File: config.mk
export PLATFORM = sky130hd
export DESIGN_NAME = lif_array
export DESIGN_NICKNAME = d
export VERILOG_FILES = /design/src/rtl/lif_pkg.sv /design/src/rtl/lif_neuron.sv /design/src/rtl/lif_array.sv
export SDC_FILE = /design/constraint.sdc
export NUM_CORES = 1
export LEC_CHECK = 0
export ABC_CLOCK_PERIOD_IN_PS = 5350
export CORE_UTILIZATION = 50
export DETAILED_ROUTE_END_ITERATION = 6
export PLACE_DENSITY = 0.75
export SLEW_MARGIN = 20
export SYNTH_ARGS = -nofsm -noshare
export SYNTH_HDL_FRONTEND = slang
export SYNTH_SLANG_ARGS = --single-unit
File: constraint.sdc
create_clock -name clk -period 5.35 [get_ports clk]
set_input_delay 0.8025 -clock clk [delete_from_list [all_inputs] [get_ports clk]]
set_output_delay 0.8025 -clock clk [all_outputs]
set_load 0.005 [all_outputs]
File: src/rtl/lif_pkg.sv
// Shared constants and helpers for the LIF neuron array.
package lif_pkg;

  localparam int LIF_RST_ZERO = 0;
  localparam int LIF_RST_SUB  = 1;

  // Bits needed to hold a refractory count of 0..refrac, never less than one.
  function automatic int refrac_w(input int refrac);
    int w;
    w = $clog2(refrac + 1);
    return (w < 1) ? 1 : w;
  endfunction

endpackage

File: src/rtl/lif_neuron.sv
// One leaky integrate-and-fire channel: leak, integrate, saturate, fire, refractory hold.
module lif_neuron
  import lif_pkg::*;
#(
  parameter int W          = 8,
  parameter int LEAK_SHIFT = 1,
  parameter int REFRAC     = 2,
  parameter int RESET_MODE = LIF_RST_ZERO
) (
  input  logic         clk,
  input  logic         rst,
  input  logic         upd,
  input  logic         clr,
  input  logic [W-1:0] thresh,
  input  logic [W-1:0] current,
  output logic [W-1:0] v,
  output logic         spike,
  output logic         sat
);

  localparam int RW = refrac_w(REFRAC);

  logic [RW-1:0] ref_q;
  logic [W:0]    sum_raw;
  logic [W-1:0]  sum_c;
  logic          ovf;
  logic          fire;

  // Leak never exceeds V, so the subtraction cannot underflow.
  always_comb begin
    sum_raw = {1'b0, v - (v >> LEAK_SHIFT)} + {1'b0, current};
    ovf     = sum_raw[W];
    sum_c   = ovf ? {W{1'b1}} : sum_raw[W-1:0];
    fire    = (thresh != '0) && (sum_c >= thresh);
  end

  always_ff @(posedge clk or posedge rst) begin
    if (rst) begin
      v     <= '0;
      ref_q <= '0;
      spike <= 1'b0;
      sat   <= 1'b0;
    end else if (clr) begin
      v     <= '0;
      ref_q <= '0;
      spike <= 1'b0;
      sat   <= 1'b0;
    end else if (upd) begin
      if (ref_q != '0) begin
        ref_q <= ref_q - 1'b1;
        spike <= 1'b0;
        sat   <= 1'b0;
      end else begin
        sat   <= ovf;
        spike <= fire;
        if (fire) begin
          ref_q <= RW'(REFRAC);
          v     <= (RESET_MODE == LIF_RST_SUB) ? sum_c - thresh : '0;
        end else begin
          v <= sum_c;
        end
      end
    end else begin
      spike <= 1'b0;
      sat   <= 1'b0;
    end
  end

endmodule

File: src/rtl/lif_array.sv
// Array of N_CH LIF neurons updated together on a qualified tick strobe.
module lif_array
  import lif_pkg::*;
#(
  parameter int N_CH       = 4,
  parameter int W          = 8,
  parameter int LEAK_SHIFT = 1,
  parameter int REFRAC     = 2,
  parameter int RESET_MODE = LIF_RST_ZERO
) (
  input  logic              clk,
  input  logic              rst,
  input  logic              ena,
  input  logic              tick,
  input  logic              clr,
  input  logic [W-1:0]      thresh,
  input  logic [N_CH*W-1:0] current,
  output logic [N_CH-1:0]   spike,
  output logic              spike_any,
  output logic [N_CH*W-1:0] state,
  output logic [N_CH-1:0]   sat
);

  logic upd;

  // clr has priority inside each neuron, so upd need not exclude it.
  assign upd = ena & tick;

  for (genvar i = 0; i < N_CH; i++) begin : g_ch
    lif_neuron #(
      .W          (W),
      .LEAK_SHIFT (LEAK_SHIFT),
      .REFRAC     (REFRAC),
      .RESET_MODE (RESET_MODE)
    ) u_neuron (
      .clk     (clk),
      .rst     (rst),
      .upd     (upd),
      .clr     (clr),
      .thresh  (thresh),
      .current (current[i*W +: W]),
      .v       (state[i*W +: W]),
      .spike   (spike[i]),
      .sat     (sat[i])
    );
  end

  assign spike_any = |spike;

endmodule

==> results of run 1 <==
## layout by cell type (no fill, tap or decap), drive strengths merged, types with 5 or more instances in the layout
master	n
a22o	29
o211ai	6
o21ai	42
a2111o	5
nand3	14
xnor2	23
mux2i	7
clkbuf	5
a211oi	7
a31oi	5
nor3	11
fa	8
nand2	24
ha	100
nor2b	22
nand2b	26
or2	5
o41ai	6
nor2	60
a21o	7
dfrtp	48
clkdlybuf4s50	85
nand4	5
o21bai	6
inv	71
a21oi	32
## worst reg2reg max path, cell delays in order, from the launching register on
cell and delay, ns:
sky130_fd_sc_hd__dfrtp_1 0.42, sky130_fd_sc_hd__inv_1 0.06, sky130_fd_sc_hd__ha_1 0.22, sky130_fd_sc_hd__fa_1 0.41
sky130_fd_sc_hd__nor2b_1 0.13, sky130_fd_sc_hd__o21ai_0 0.12, sky130_fd_sc_hd__a21boi_0 0.39, sky130_fd_sc_hd__or4_1 0.18
sky130_fd_sc_hd__nand3_1 0.08, sky130_fd_sc_hd__ha_1 0.33, sky130_fd_sc_hd__o21a_1 0.13, sky130_fd_sc_hd__a311o_1 0.43
sky130_fd_sc_hd__nor2_1 0.20, sky130_fd_sc_hd__ha_1 0.27, sky130_fd_sc_hd__nand2b_1 0.14, sky130_fd_sc_hd__a2111o_1 0.41
sky130_fd_sc_hd__a32oi_1 0.43, sky130_fd_sc_hd__nor2b_2 0.41, sky130_fd_sc_hd__a22o_1 0.19
## power breakdown
part	internal [W]	leakage [nW]	switching [W]
registers	0.000427	0.660	0.0000619
clock network	0.0000965	0.0491	0.000140
logic	0.00158	2.24	0.00188
## cell families after synthesis
logic type | count (synthesis)
fa+ha+maj | 108
flops | 48
mux | 11
xor+xnor | 26
compound gates | 170
buf+inv | 84
simple gates | 190
## per-layer routing
| layer | part of all wire | wire length [um] |
|---|---|---|
| met1 | 0.46 | 6374 |
| met2 | 0.49 | 6758 |
| met3 | 0.036 | 488 |
| met4 | 0.0075 | 103 |
| met5 | 0 | 0 |
## registers in the layout (all words and copies together) (netlist names)
| signal | flops |
|---|---|
| g_ch.u_neuron.ref_q | 8 |
| g_ch.u_neuron.v | 32 |
| g_ch.u_neuron.sat | 4 |
| g_ch.u_neuron.spike | 4 |
## final cells by class
| class | instances | area share |
|---|---|---|
| multi-input combinational | 505 | 0.6041 |
| clock buffer | 5 | 0.01052 |
| inverter | 70 | 0.04038 |
| sequential | 48 | 0.1837 |
| timing repair buffer | 86 | 0.1313 |
| tap | 136 | 0.02602 |
| clock inverter | 3 | 0.004018 |
## metrics by stage
step           utilization  hold slack, ns  instances  instance area, um^2
5_1_grt             0.6250          0.5724        853                 6539
6_report            0.6250          0.5524        853                 6539
4_1_cts             0.6232          0.5568        853                 6520
2_1_floorplan            -          0.4945        637                 5484
3_3_place_gp        0.6141          0.5080        845                 6425
3_5_place_dp        0.6141          0.5280        845                 6425
## what timing repair did
| item | CTS | global route |
|---|---|---|
| setup endpoints to repair | 0 | 15 |
| hold buffers | 0 | 0 |
| gates resized for setup | 0 | 5 |
## how the worst max path moves through the flow
stage | endpoint | cells after the start | slack (ns)
after floorplan | g_ch[1].u_neuron.ref_q[1] | 17 | 0.99
after global placement | g_ch[1].u_neuron.v[6] | 17 | 0.21
after detailed placement | g_ch[1].u_neuron.v[6] | 18 | 0.09
after CTS | g_ch[1].u_neuron.v[6] | 18 | 0.03
after global routing | g_ch[3].u_neuron.v[2] | 18 | 0.04
final | g_ch[3].u_neuron.v[5] | 18 | 0.32
==> reports/metrics.csv, run 1 <==
stage;metric;value;unit
logic_synthesis;post-synthesis share of cell area spent on xor and xnor gates;0.04152;
critical_path;launching element type of the critical path;flop;
logic_synthesis;Top FF cell, synth;sky130_fd_sc_hd__dfrtp_1;
worst_hold_path;hold-critical path depth;2;
sta;fin worst setup slack;0.3173;ns
finish;Final #Nets;869;
logic_synthesis;cell taking the most area after synthesis;sky130_fd_sc_hd__ha_1;
logic_synthesis;EDFF count, synth;0;
logic_synthesis;leading post-synthesis cells by cell area;sky130_fd_sc_hd__ha_1, sky130_fd_sc_hd__dfrtp_1, sky130_fd_sc_hd__inv_1;
logic_synthesis;largest family of logic cells by synthesized area;adder cells;
global_route;GRT Total Usage;0.2493;
critical_path;cell family with the largest share of critical-path delay;compound AO/OA/AOI/OAI gates;
global_route;global-route wire length before repair;22.87;mm
routing;aggregate routed wire length;13.72;mm
logic_synthesis;distinct cell type count of the synthesized netlist;56;
logic_synthesis;proportion of register bits with asynchronous set or reset after synthesis;1.000;
global_route;met3 GRT Util;0.02918;
power;leakage power;2.945;nW
finish;proportion of layout cells with a drive suffix above 1;0.02789;
floorplanning;row count;37;
critical_path;worst-path maximum fanout;7;
logic_synthesis;post-synthesis share of cell area spent on and, or, nand and nor gates;0.1800;
global_route;GR met2 Demand/Resource;0.4502;
floorplanning;I/O pin count;86;
logic_synthesis;most numerous cell in the Yosys netlist;sky130_fd_sc_hd__ha_1;
outcome;run status;finished, final reports clean;
global_route;maximum number of pins on one net before global-route repair;49;
placement;pre-CTS setup slack;0.08743;ns
routing;Pre-antenna DRT Iters;4;
logic_synthesis;synthesized instance count;637;
critical_path;Most Frequent Cell on Critical Path;sky130_fd_sc_hd__ha_1;
logic_synthesis;register bit total from synthesis;48;
floorplanning;overall die width;106.7;um
worst_hold_path;startpoint of the most critical hold path;g_ch[1].u_neuron.v[0];
global_route;met1 global-route usage;0.3248;
finish;sequential cell area in the final layout;1201;um^2
critical_path;Critical Path Start;g_ch[3].u_neuron.v[0];
sta;Slew Limit Fails;0;
cts;CTS tree;built;
worst_hold_path;Hold Path Class;reg2reg;
floorplanning;core box area;10460;um^2
cts;clock latency on the worst-skew pair;0.31;ns
logic_synthesis;post-synthesis compound-gate area fraction;0.2172;
finish;Fillers;950;
finish;footprint of the multi-input gates;3950;um^2
global_route;Most Crowded Layer GR;met2;
sta;total negative slack for setup checks;0;ns
power;power density of the placed cells;638.8;nW/um^2
logic_synthesis;most instantiated cells after synthesis;sky130_fd_sc_hd__ha_1, sky130_fd_sc_hd__inv_1, sky130_fd_sc_hd__nor2_1, sky130_fd_sc_hd__dfrtp_1;
cts;root cell of the clock tree;sky130_fd_sc_hd__clkbuf_8;
cts;buffers inserted during post-CTS setup optimization;0;
logic_synthesis;Adder-Cell Fraction of Synth Area;0.2574;
floorplanning;Die Span Y;106.7;um
sta;Relative slew margins;0.4262;
global_route;vias in the first global route;4858;
routing;Initial DRC Count;247;
logic_synthesis;net count after synthesis;790;
logic_synthesis;area share of the largest cell type after synthesis;0.2282;
routing;post-detailed-route wirelength per cell;16.09;um
critical_path;Crit path buffers/inverters;1;
flow_run;# Max-Cap Violations;0;
logic_synthesis;netlist area before placement;5484;um^2
critical_path;biggest cell delay along the critical path;0.43;ns
sta;Hold Fails Final Rpt;0;
sta;final-report setup violation count;0;
placement;# port buffers;85;
sta;final worst-path cycle share;0.9407;
cts;depth of the CTS H-tree;2;
routing;Vias/cell;5.766;
worst_hold_path;worst hold path endpoint;g_ch[1].u_neuron.v[0];
sta;highest achievable clock rate;198.7;MHz
critical_path;reg-to-reg endpoint;g_ch[3].u_neuron.v[5];
critical_path;launch instance of the worst register-to-register path;g_ch[3].u_neuron.v[0];
routing;vias after detailed routing;4918;
logic_synthesis;synthesis warning total;0;
routing;antenna violation net count after detailed routing;0;
cts;sink count of the clock tree;48;
cts;cts bufs inserted;5;
critical_path;r2r worst-path depth;18;
placement;routability congestion estimate;0.8346;
critical_path;worst reg-to-reg setup slack;0.32;ns
routing;number of remaining DRC errors;0;
logic_synthesis;post-synthesis mux area share;0.02099;
critical_path;cell-by-cell listing of the critical path;inv_1 -> ha_1 -> fa_1 -> nor2b_1 -> o21ai_0 -> a21boi_0 -> or4_1 -> nand3_1 -> ha_1 -> o21a_1 -> a311o_1 -> nor2_1 -> ha_1 -> nand2b_1 -> a2111o_1 -> a32oi_1 -> nor2b_2 -> a22o_1;
logic_synthesis;sequential area share after synthesis;0.2190;
sta;setup repair after global routing missed its margin;no;
sta;worst clock skew;0.01273;ns
critical_path;required time of the critical path;5.60;ns
logic_synthesis;Synth Area per Inst;8.609;um^2
cts;maximum buffer depth of the clock tree;2;
cts;Clock transition at path regs;0.11;ns
floorplanning;Total Die Area;11390;um^2
sta;shortest period the worst path allows;5.033;ns
placement;DP HPWL;11.23;mm
global_route;remaining global-route overflow;0;
floorplanning;initial cell density of the core;0.5242;
critical_path;critical path start-end classification;reg2reg;
global_route;number of antenna violations at the first check in global routing;0;
power;total power of the final layout;0.004177;W
critical_path;cell with the largest stage delay on the worst path;sky130_fd_sc_hd__a311o_1;
power;worst voltage drop across the vdd grid;0.3257;mV
critical_path;category of the worst setup path capture point;flop;
sta;Worst-Margin Slew;0.8608;ns
finish;synthesis-to-finish area growth;19.23;%
finish;number of antenna cells inserted;0;
critical_path;arrival time reported for the critical path endpoint;5.28;ns
Note: power is estimated with default switching activity, not from simulation.
==> run 2, diff against run 1 <==
ABC_CLOCK_PERIOD_IN_PS = 5400   (was 5350)
clock period = 5.4 ns   (was 5.35 ns; I/O delays follow)
==> reports/metrics.csv, run 2 (synthesis gave the netlist of run 1 again) <==
stage;metric;value;unit;change
finish;Top reg by flops;g_ch.u_neuron.v;;unchanged
floorplanning;Die Span Y;106.7;um;unchanged
finish;Fillers;909;;was 950
cts;CTS tree;built;;unchanged
outcome;run status;finished, final reports clean;;unchanged
routing;met1 layer wirelength in the final routing;6.245;mm;was 6.374 mm
routing;Met3 Routed Length;484;um;was 488 um
sta;worst clock skew;0.006328;ns;was 0.01273 ns
power;proportion of power drawn by flip-flops and latches;0.113;;was 0.117
critical_path;arrival time reported for the critical path endpoint;5.32;ns;was 5.28 ns
critical_path;cell-by-cell listing of the critical path;ha_1 -> fa_1 -> nor2b_1 -> o21ai_0 -> a21boi_0 -> or4_1 -> nand3_1 -> ha_1 -> o21a_1 -> a311o_1 -> nor2_1 -> ha_1 -> nand2b_1 -> a2111o_1 -> a32oi_1 -> nor2b_1 -> a22o_1;;was inv_1 -> ha_1 -> fa_1 -> nor2b_1 -> o21ai_0 -> a21boi_0 -> or4_1 -> nand3_1 -> ha_1 -> o21a_1 -> a311o_1 -> nor2_1 -> ha_1 -> nand2b_1 -> a2111o_1 -> a32oi_1 -> nor2b_2 -> a22o_1
placement;placed inst area;6425;um^2;unchanged
sta;Relative slew margins;0.4375;;was 0.4262
cts;depth of the CTS H-tree;2;;unchanged
finish;most frequent standard cell in the layout excluding fill and tap cells;sky130_fd_sc_hd__ha_1;;unchanged
sta;Slew Limit Fails;0;;unchanged
global_route;global-route wire length before repair;22.31;mm;was 22.87 mm
cts;maximum buffer depth of the clock tree;2;;unchanged
finish;number of flip-flops under the largest register name;32;;unchanged
finish;core utilization of the finished layout;0.6308;;was 0.6250
cts;root cell of the clock tree;sky130_fd_sc_hd__clkbuf_8;;unchanged
power;net switching component of the power;0.002068;W;was 0.002078 W
floorplanning;overall die width;106.7;um;unchanged
critical_path;cell with the largest stage delay on the worst path;sky130_fd_sc_hd__nor2b_1;;was sky130_fd_sc_hd__a311o_1
power;leakage power;2.973;nW;was 2.945 nW
global_route;number of antenna violations at the first check in global routing;0;;unchanged
power;Int Power;0.002216;W;was 0.002099 W
power;power density of the placed cells;649.0;nW/um^2;was 638.8 nW/um^2
power;worst voltage drop across the vdd grid;0.3159;mV;was 0.3257 mV
flow_run;# Max-Cap Violations;0;;unchanged
sta;shortest period the worst path allows;5.068;ns;was 5.033 ns
worst_hold_path;Hold Path Class;reg2reg;;unchanged
finish;top flop regs;g_ch.u_neuron.v x32, g_ch.u_neuron.ref_q x8;;unchanged
finish;Final #Nets;869;;unchanged
floorplanning;initial cell density of the core;0.5242;;unchanged
critical_path;critical path start-end classification;reg2reg;;unchanged
floorplanning;core box area;10460;um^2;unchanged
critical_path;worst-path maximum fanout;7;;unchanged
critical_path;launching element type of the critical path;flop;;unchanged
sta;final-report setup violation count;0;;unchanged
sta;setup repair after global routing missed its margin;no;;unchanged
global_route;maximum number of pins on one net before global-route repair;49;;unchanged
power;switching power as a share of total power;0.4827;;was 0.4975
sta;Worst-Margin Slew;0.8398;ns;was 0.8608 ns
routing;aggregate routed wire length;13.55;mm;was 13.72 mm
cts;cts bufs inserted;5;;unchanged
routing;Pre-antenna DRT Iters;5;;was 4
critical_path;category of the worst setup path capture point;flop;;unchanged
finish;proportion of layout cells with a drive suffix above 1;0.02650;;was 0.02789
routing;Initial DRC Count;224;;was 247
finish;design area;6600;um^2;was 6539 um^2
sta;highest achievable clock rate;197.3;MHz;was 198.7 MHz
finish;most used cells in the layout excluding fill and tap cells;sky130_fd_sc_hd__ha_1, sky130_fd_sc_hd__clkdlybuf4s50_1, sky130_fd_sc_hd__inv_1;;unchanged
placement;routability congestion estimate;0.8366;;was 0.8346
routing;antenna violation net count after detailed routing;0;;unchanged
power;part of the power in the clock network;0.084;;was 0.057
critical_path;biggest cell delay along the critical path;0.51;ns;was 0.43 ns
floorplanning;I/O pin count;86;;unchanged
power;share of power burned in combinational logic;0.803;;was 0.826
routing;Vias/cell;5.790;;was 5.766
sta;Fin Hold WS;0.5251;ns;was 0.5524 ns
finish;sequential cell area in the final layout;1201;um^2;unchanged
routing;post-detailed-route wirelength per cell;15.89;um;was 16.09 um
placement;DP HPWL;11.10;mm;was 11.23 mm
sta;final worst-path cycle share;0.9385;;was 0.9407
routing;vias after detailed routing;4939;;was 4918
floorplanning;Total Die Area;11390;um^2;unchanged
finish;number of antenna cells inserted;0;;unchanged
floorplanning;row count;37;;unchanged
critical_path;Most Frequent Cell on Critical Path;sky130_fd_sc_hd__ha_1;;unchanged
finish;synthesis-to-finish area growth;20.35;%;was 19.23%
cts;clock latency on the worst-skew pair;0.31;ns;about the same
routing;number of remaining DRC errors;0;;unchanged
finish;footprint of the multi-input gates;3948;um^2;was 3950 um^2
global_route;GRT Total Usage;0.2415;;was 0.2493
placement;# port buffers;85;;unchanged
cts;sink count of the clock tree;48;;unchanged
critical_path;required time of the critical path;5.66;ns;was 5.60 ns
global_route;vias in the first global route;4841;;was 4858
sta;Hold Fails Final Rpt;0;;unchanged
cts;quantity of hold-fixing buffers added after cts;0;;unchanged
global_route;remaining global-route overflow;0;;unchanged
cts;Clock transition at path regs;0.09;ns;was 0.11 ns
routing;uppermost signal routing layer after detailed routing;met4;;unchanged
routing;total met2 wirelength after detailed routing;6.604;mm;was 6.758 mm
sta;total negative slack for setup checks;0;ns;unchanged
==> run 2: per-layer routing <==
layer  global-route usage  vias to the layer above
met5                    0                        -
li1                     -                     2456
met2               0.4281                      127
met3              0.02432                       24
met4              0.05675                        0
met1               0.3151                     2332
==> run 2: repair_timing <==
item                                    4_1_cts  5_1_grt
endpoints found under the setup margin        0        8
buffers inserted                              0        0
gates resized for setup                       0        3
==> run 2: path summary, 6_finish.rpt <==
check,from,end,slack [ns],cells past startpoint
setup / recovery,g_ch[3].u_neuron.v[1],g_ch[3].u_neuron.v[5],0.33,17
hold / removal,g_ch[2].u_neuron.v[0],g_ch[2].u_neuron.v[0],0.53,2
setup reg to reg,g_ch[3].u_neuron.v[1],g_ch[3].u_neuron.v[5],0.33,17
hold reg to reg,g_ch[2].u_neuron.v[0],g_ch[2].u_neuron.v[0],0.53,2
max in group asynchronous,rst,g_ch[0].u_neuron.v[5],3.96,2
min in group asynchronous,rst,g_ch[1].u_neuron.ref_q[1],0.94,2
==> run 2: layout make-up <==
class | count | share of cell area
multi-input combinational | 505 | 0.5981
sequential | 48 | 0.1820
timing repair buffer | 86 | 0.1300
tap | 136 | 0.02578
clock inverter | 3 | 0.01365
clock buffer | 5 | 0.01043
inverter | 70 | 0.04000
==> run 2: metrics by stage <==
stage               std cells  total power, W  setup WS [ns]
finish                    853        0.004284         0.3321
global route              853        0.004708       0.001545
CTS                       853        0.004234         0.1328
detailed placement        845        0.003844         0.1595
global placement          845        0.003706         0.2420
floorplan                 637        0.003038          1.037
==> run 2: power by group through the flow <==
stage | logic (W) | clock network (W) | registers (W)
after global placement | 0.00322 | 0 | 0.000489
after floorplan | 0.00256 | 0 | 0.000473
after CTS | 0.00339 | 0.000360 | 0.000485
final | 0.00344 | 0.000359 | 0.000484
after global routing | 0.00384 | 0.000375 | 0.000492
after detailed placement | 0.00335 | 0 | 0.000492
==> run 2: worst max-delay path: cells and delay by family, from the launching register on <==
kind / cells / cell delay [ns]
AOI/OAI and AO/OA: 7 / 2.08
and+or+nand+nor: 6 / 1.25
DFF: 1 / 0.45
adders and majority gates: 4 / 1.23
==> run 3, diff against run 2 <==
CORE_MARGIN = 2   (was not set)
SETUP_SLACK_MARGIN = 0.05   (was not set)
==> reports/metrics.csv, run 3 (synthesis gave the netlist of run 1 again) <==
stage;metric;value;unit;change
cts;Clock transition at path regs;0.09;ns;about the same
finish;synthesis-to-finish area growth;19.12;%;was 20.35%
critical_path;biggest cell delay along the critical path;0.44;ns;was 0.51 ns
sta;shortest period the worst path allows;4.895;ns;was 5.068 ns
critical_path;cell with the largest stage delay on the worst path;sky130_fd_sc_hd__dfrtp_1;;was sky130_fd_sc_hd__nor2b_1
worst_hold_path;startpoint of the most critical hold path;g_ch[1].u_neuron.v[0];;was g_ch[2].u_neuron.v[0]
outcome;run status;finished, final reports clean;;unchanged
placement;# port buffers;85;;unchanged
sta;Hold Fails Final Rpt;0;;unchanged
routing;antenna violation net count after detailed routing;0;;unchanged
cts;depth of the CTS H-tree;2;;unchanged
finish;number of flip-flops under the largest register name;32;;unchanged
sta;Relative slew margins;0.4469;;was 0.4375
floorplanning;row count;38;;was 37
global_route;global-route wire length before repair;23.00;mm;was 22.31 mm
worst_hold_path;Hold Path Class;reg2reg;;unchanged
critical_path;cell family with the largest share of critical-path delay;compound AO/OA/AOI/OAI gates;;unchanged
cts;clock latency on the worst-skew pair;0.31;ns;about the same
routing;Vias/cell;5.812;;was 5.790
finish;most frequent standard cell in the layout excluding fill and tap cells;sky130_fd_sc_hd__ha_1;;unchanged
critical_path;launching element type of the critical path;flop;;unchanged
sta;final-report setup violation count;0;;unchanged
finish;proportion of layout cells with a drive suffix above 1;0.02238;;was 0.02650
routing;number of remaining DRC errors;0;;unchanged
sta;fin worst setup slack;0.5049;ns;was 0.3321 ns
placement;pre-CTS setup slack;0.4687;ns;was 0.1595 ns
global_route;met1 global-route usage;0.3005;;was 0.3151
power;worst voltage drop across the vdd grid;0.3255;mV;was 0.3159 mV
global_route;met3 GRT Util;0.03108;;was 0.02432
critical_path;category of the worst setup path capture point;flop;;unchanged
global_route;vias in the first global route;5084;;was 4841
power;leakage power;2.940;nW;was 2.973 nW
sta;highest achievable clock rate;204.3;MHz;was 197.3 MHz
finish;most used cells in the layout excluding fill and tap cells;sky130_fd_sc_hd__ha_1, sky130_fd_sc_hd__clkdlybuf4s50_1, sky130_fd_sc_hd__inv_1;;unchanged
sta;total negative slack for setup checks;0;ns;unchanged
global_route;remaining global-route overflow;0;;unchanged
global_route;maximum number of pins on one net before global-route repair;49;;unchanged
floorplanning;initial cell density of the core;0.5081;;was 0.5242
sta;worst clock skew;0.005571;ns;was 0.006328 ns
placement;routability congestion estimate;0.9076;;was 0.8366
cts;CTS tree;built;;unchanged
global_route;Most Crowded Layer GR;met2;;unchanged
cts;sink count of the clock tree;48;;unchanged
cts;root cell of the clock tree;sky130_fd_sc_hd__clkbuf_8;;unchanged
critical_path;critical path start-end classification;reg2reg;;unchanged
floorplanning;overall die width;108.7;um;was 106.7 um
floorplanning;Total Die Area;11820;um^2;was 11390 um^2
sta;setup repair after global routing missed its margin;no;;unchanged
critical_path;Crit path buffers/inverters;0;;unchanged
routing;vias after detailed routing;4969;;was 4939
critical_path;Most Frequent Cell on Critical Path;sky130_fd_sc_hd__ha_1;;unchanged
finish;Top reg by flops;g_ch.u_neuron.v;;unchanged
power;power density of the placed cells;621.2;nW/um^2;was 649.0 nW/um^2
routing;post-detailed-route wirelength per cell;15.90;um;was 15.89 um
cts;quantity of hold-fixing buffers added after cts;0;;unchanged
floorplanning;I/O pin count;86;;unchanged
sta;Slew Limit Fails;0;;unchanged
floorplanning;core box area;10790;um^2;was 10460 um^2
global_route;GRT Total Usage;0.2385;;was 0.2415
routing;aggregate routed wire length;13.60;mm;was 13.55 mm
finish;design area;6533;um^2;was 6600 um^2
routing;Initial DRC Count;299;;was 224
critical_path;cell-by-cell listing of the critical path;ha_1 -> fa_1 -> nor2b_1 -> o21ai_0 -> a21boi_0 -> nor2_1 -> ha_1 -> a21o_1 -> a22o_1 -> o41a_1 -> nor2_1 -> ha_1 -> nand2b_1 -> a2111o_1 -> a32oi_1 -> a21oi_1 -> mux2_1;;was ha_1 -> fa_1 -> nor2b_1 -> o21ai_0 -> a21boi_0 -> or4_1 -> nand3_1 -> ha_1 -> o21a_1 -> a311o_1 -> nor2_1 -> ha_1 -> nand2b_1 -> a2111o_1 -> a32oi_1 -> nor2b_1 -> a22o_1
placement;placed inst area;6430;um^2;was 6425 um^2
flow_run;# Max-Cap Violations;0;;unchanged
finish;top flop regs;g_ch.u_neuron.v x32, g_ch.u_neuron.ref_q x8;;unchanged
sta;final worst-path cycle share;0.9065;;was 0.9385
critical_path;launch instance of the worst register-to-register path;g_ch[1].u_neuron.v[1];;was g_ch[3].u_neuron.v[1]
cts;cts bufs inserted;5;;unchanged
sta;Worst-Margin Slew;0.8287;ns;was 0.8398 ns
cts;buffers inserted during post-CTS setup optimization;0;;unchanged
placement;DP HPWL;11.04;mm;was 11.10 mm
global_route;number of antenna violations at the first check in global routing;0;;unchanged
critical_path;required time of the critical path;5.59;ns;was 5.66 ns
global_route;GR met2 Demand/Resource;0.4254;;was 0.4281
finish;number of antenna cells inserted;0;;unchanged
cts;maximum buffer depth of the clock tree;2;;unchanged
finish;Fillers;968;;was 909
power;total power of the final layout;0.004058;W;was 0.004284 W
critical_path;arrival time reported for the critical path endpoint;5.09;ns;was 5.32 ns
finish;Final #Nets;869;;unchanged
routing;Pre-antenna DRT Iters;4;;was 5
critical_path;worst-path maximum fanout;7;;unchanged
floorplanning;Die Span Y;108.7;um;was 106.7 um
critical_path;Critical Path Start;g_ch[1].u_neuron.v[1];;was g_ch[3].u_neuron.v[1]
==> run 3: cell types whose count changed in the layout (fill, tap and decap cells not counted) <==
cell and change:
sky130_fd_sc_hd__nor2b_4 -1, sky130_fd_sc_hd__a32oi_2 -1, sky130_fd_sc_hd__bufinv_16 -2, sky130_fd_sc_hd__a32oi_1 +1
sky130_fd_sc_hd__nor2b_2 +1
==> run 3: worst paths after layout <==
kind / endpoint / slack, ns / cells past startpoint
worst max-delay path: g_ch[1].u_neuron.ref_q[1] / 0.50 / 17
worst min-delay path: g_ch[1].u_neuron.v[0] / 0.52 / 2
worst max register to register: g_ch[1].u_neuron.ref_q[1] / 0.50 / 17
worst min register to register: g_ch[1].u_neuron.v[0] / 0.52 / 2
max in group asynchronous: g_ch[2].u_neuron.v[5] / 3.96 / 2
min in group asynchronous: g_ch[0].u_neuron.sat / 0.95 / 2
==> run 3: worst min-delay path: stages, from the launching register on <==
cell and delay [ns]:
sky130_fd_sc_hd__dfrtp_1 0.37, sky130_fd_sc_hd__nand2_1 0.05, sky130_fd_sc_hd__o21ai_0 0.06
==> run 3: timing repair <==
action / 4_1_cts / 5_1_grt
endpoints found under the setup margin: 0 / 7
endpoints found under the hold margin: 0 / 0
gates resized for setup: 0 / 1
==> run 3: stage by stage <==
stage	cells	hold WS [ns]	utilization
2_1_floorplan	637	0.4945	-
3_3_place_gp	849	0.5049	0.5958
3_5_place_dp	849	0.5009	0.5958
4_1_cts	855	0.5209	0.6049
5_1_grt	855	0.5680	0.6053
6_report	855	0.5197	0.6053
==> run 3: layout make-up <==
type	count	area, um^2	area share
well taps	140	175.2	0.02681
repair buffers	86	858.3	0.1314
multi-input cells	505	3935	0.6024
inverters	70	264.0	0.04041
clock buffers	5	68.82	0.01053
clock inverters	1	30.03	0.004597
flip-flops and latches	48	1201	0.1839
==> run 3: power breakdown <==
part | switching (W) | total [W] | internal, W
Sequential | 0.0000598 | 0.000483 | 0.000423
Clock | 0.000125 | 0.000258 | 0.000133
Combinational | 0.00178 | 0.00332 | 0.00154
Total | 0.00196 | 0.00406 | 0.00209
==> run 3: per-layer routing <==
metal,part of all wire,vias to the layer above
met3,0.038,23
met4,0.021,0
met5,0,-
met1,0.46,2372
li1,-,2457
met2,0.48,117
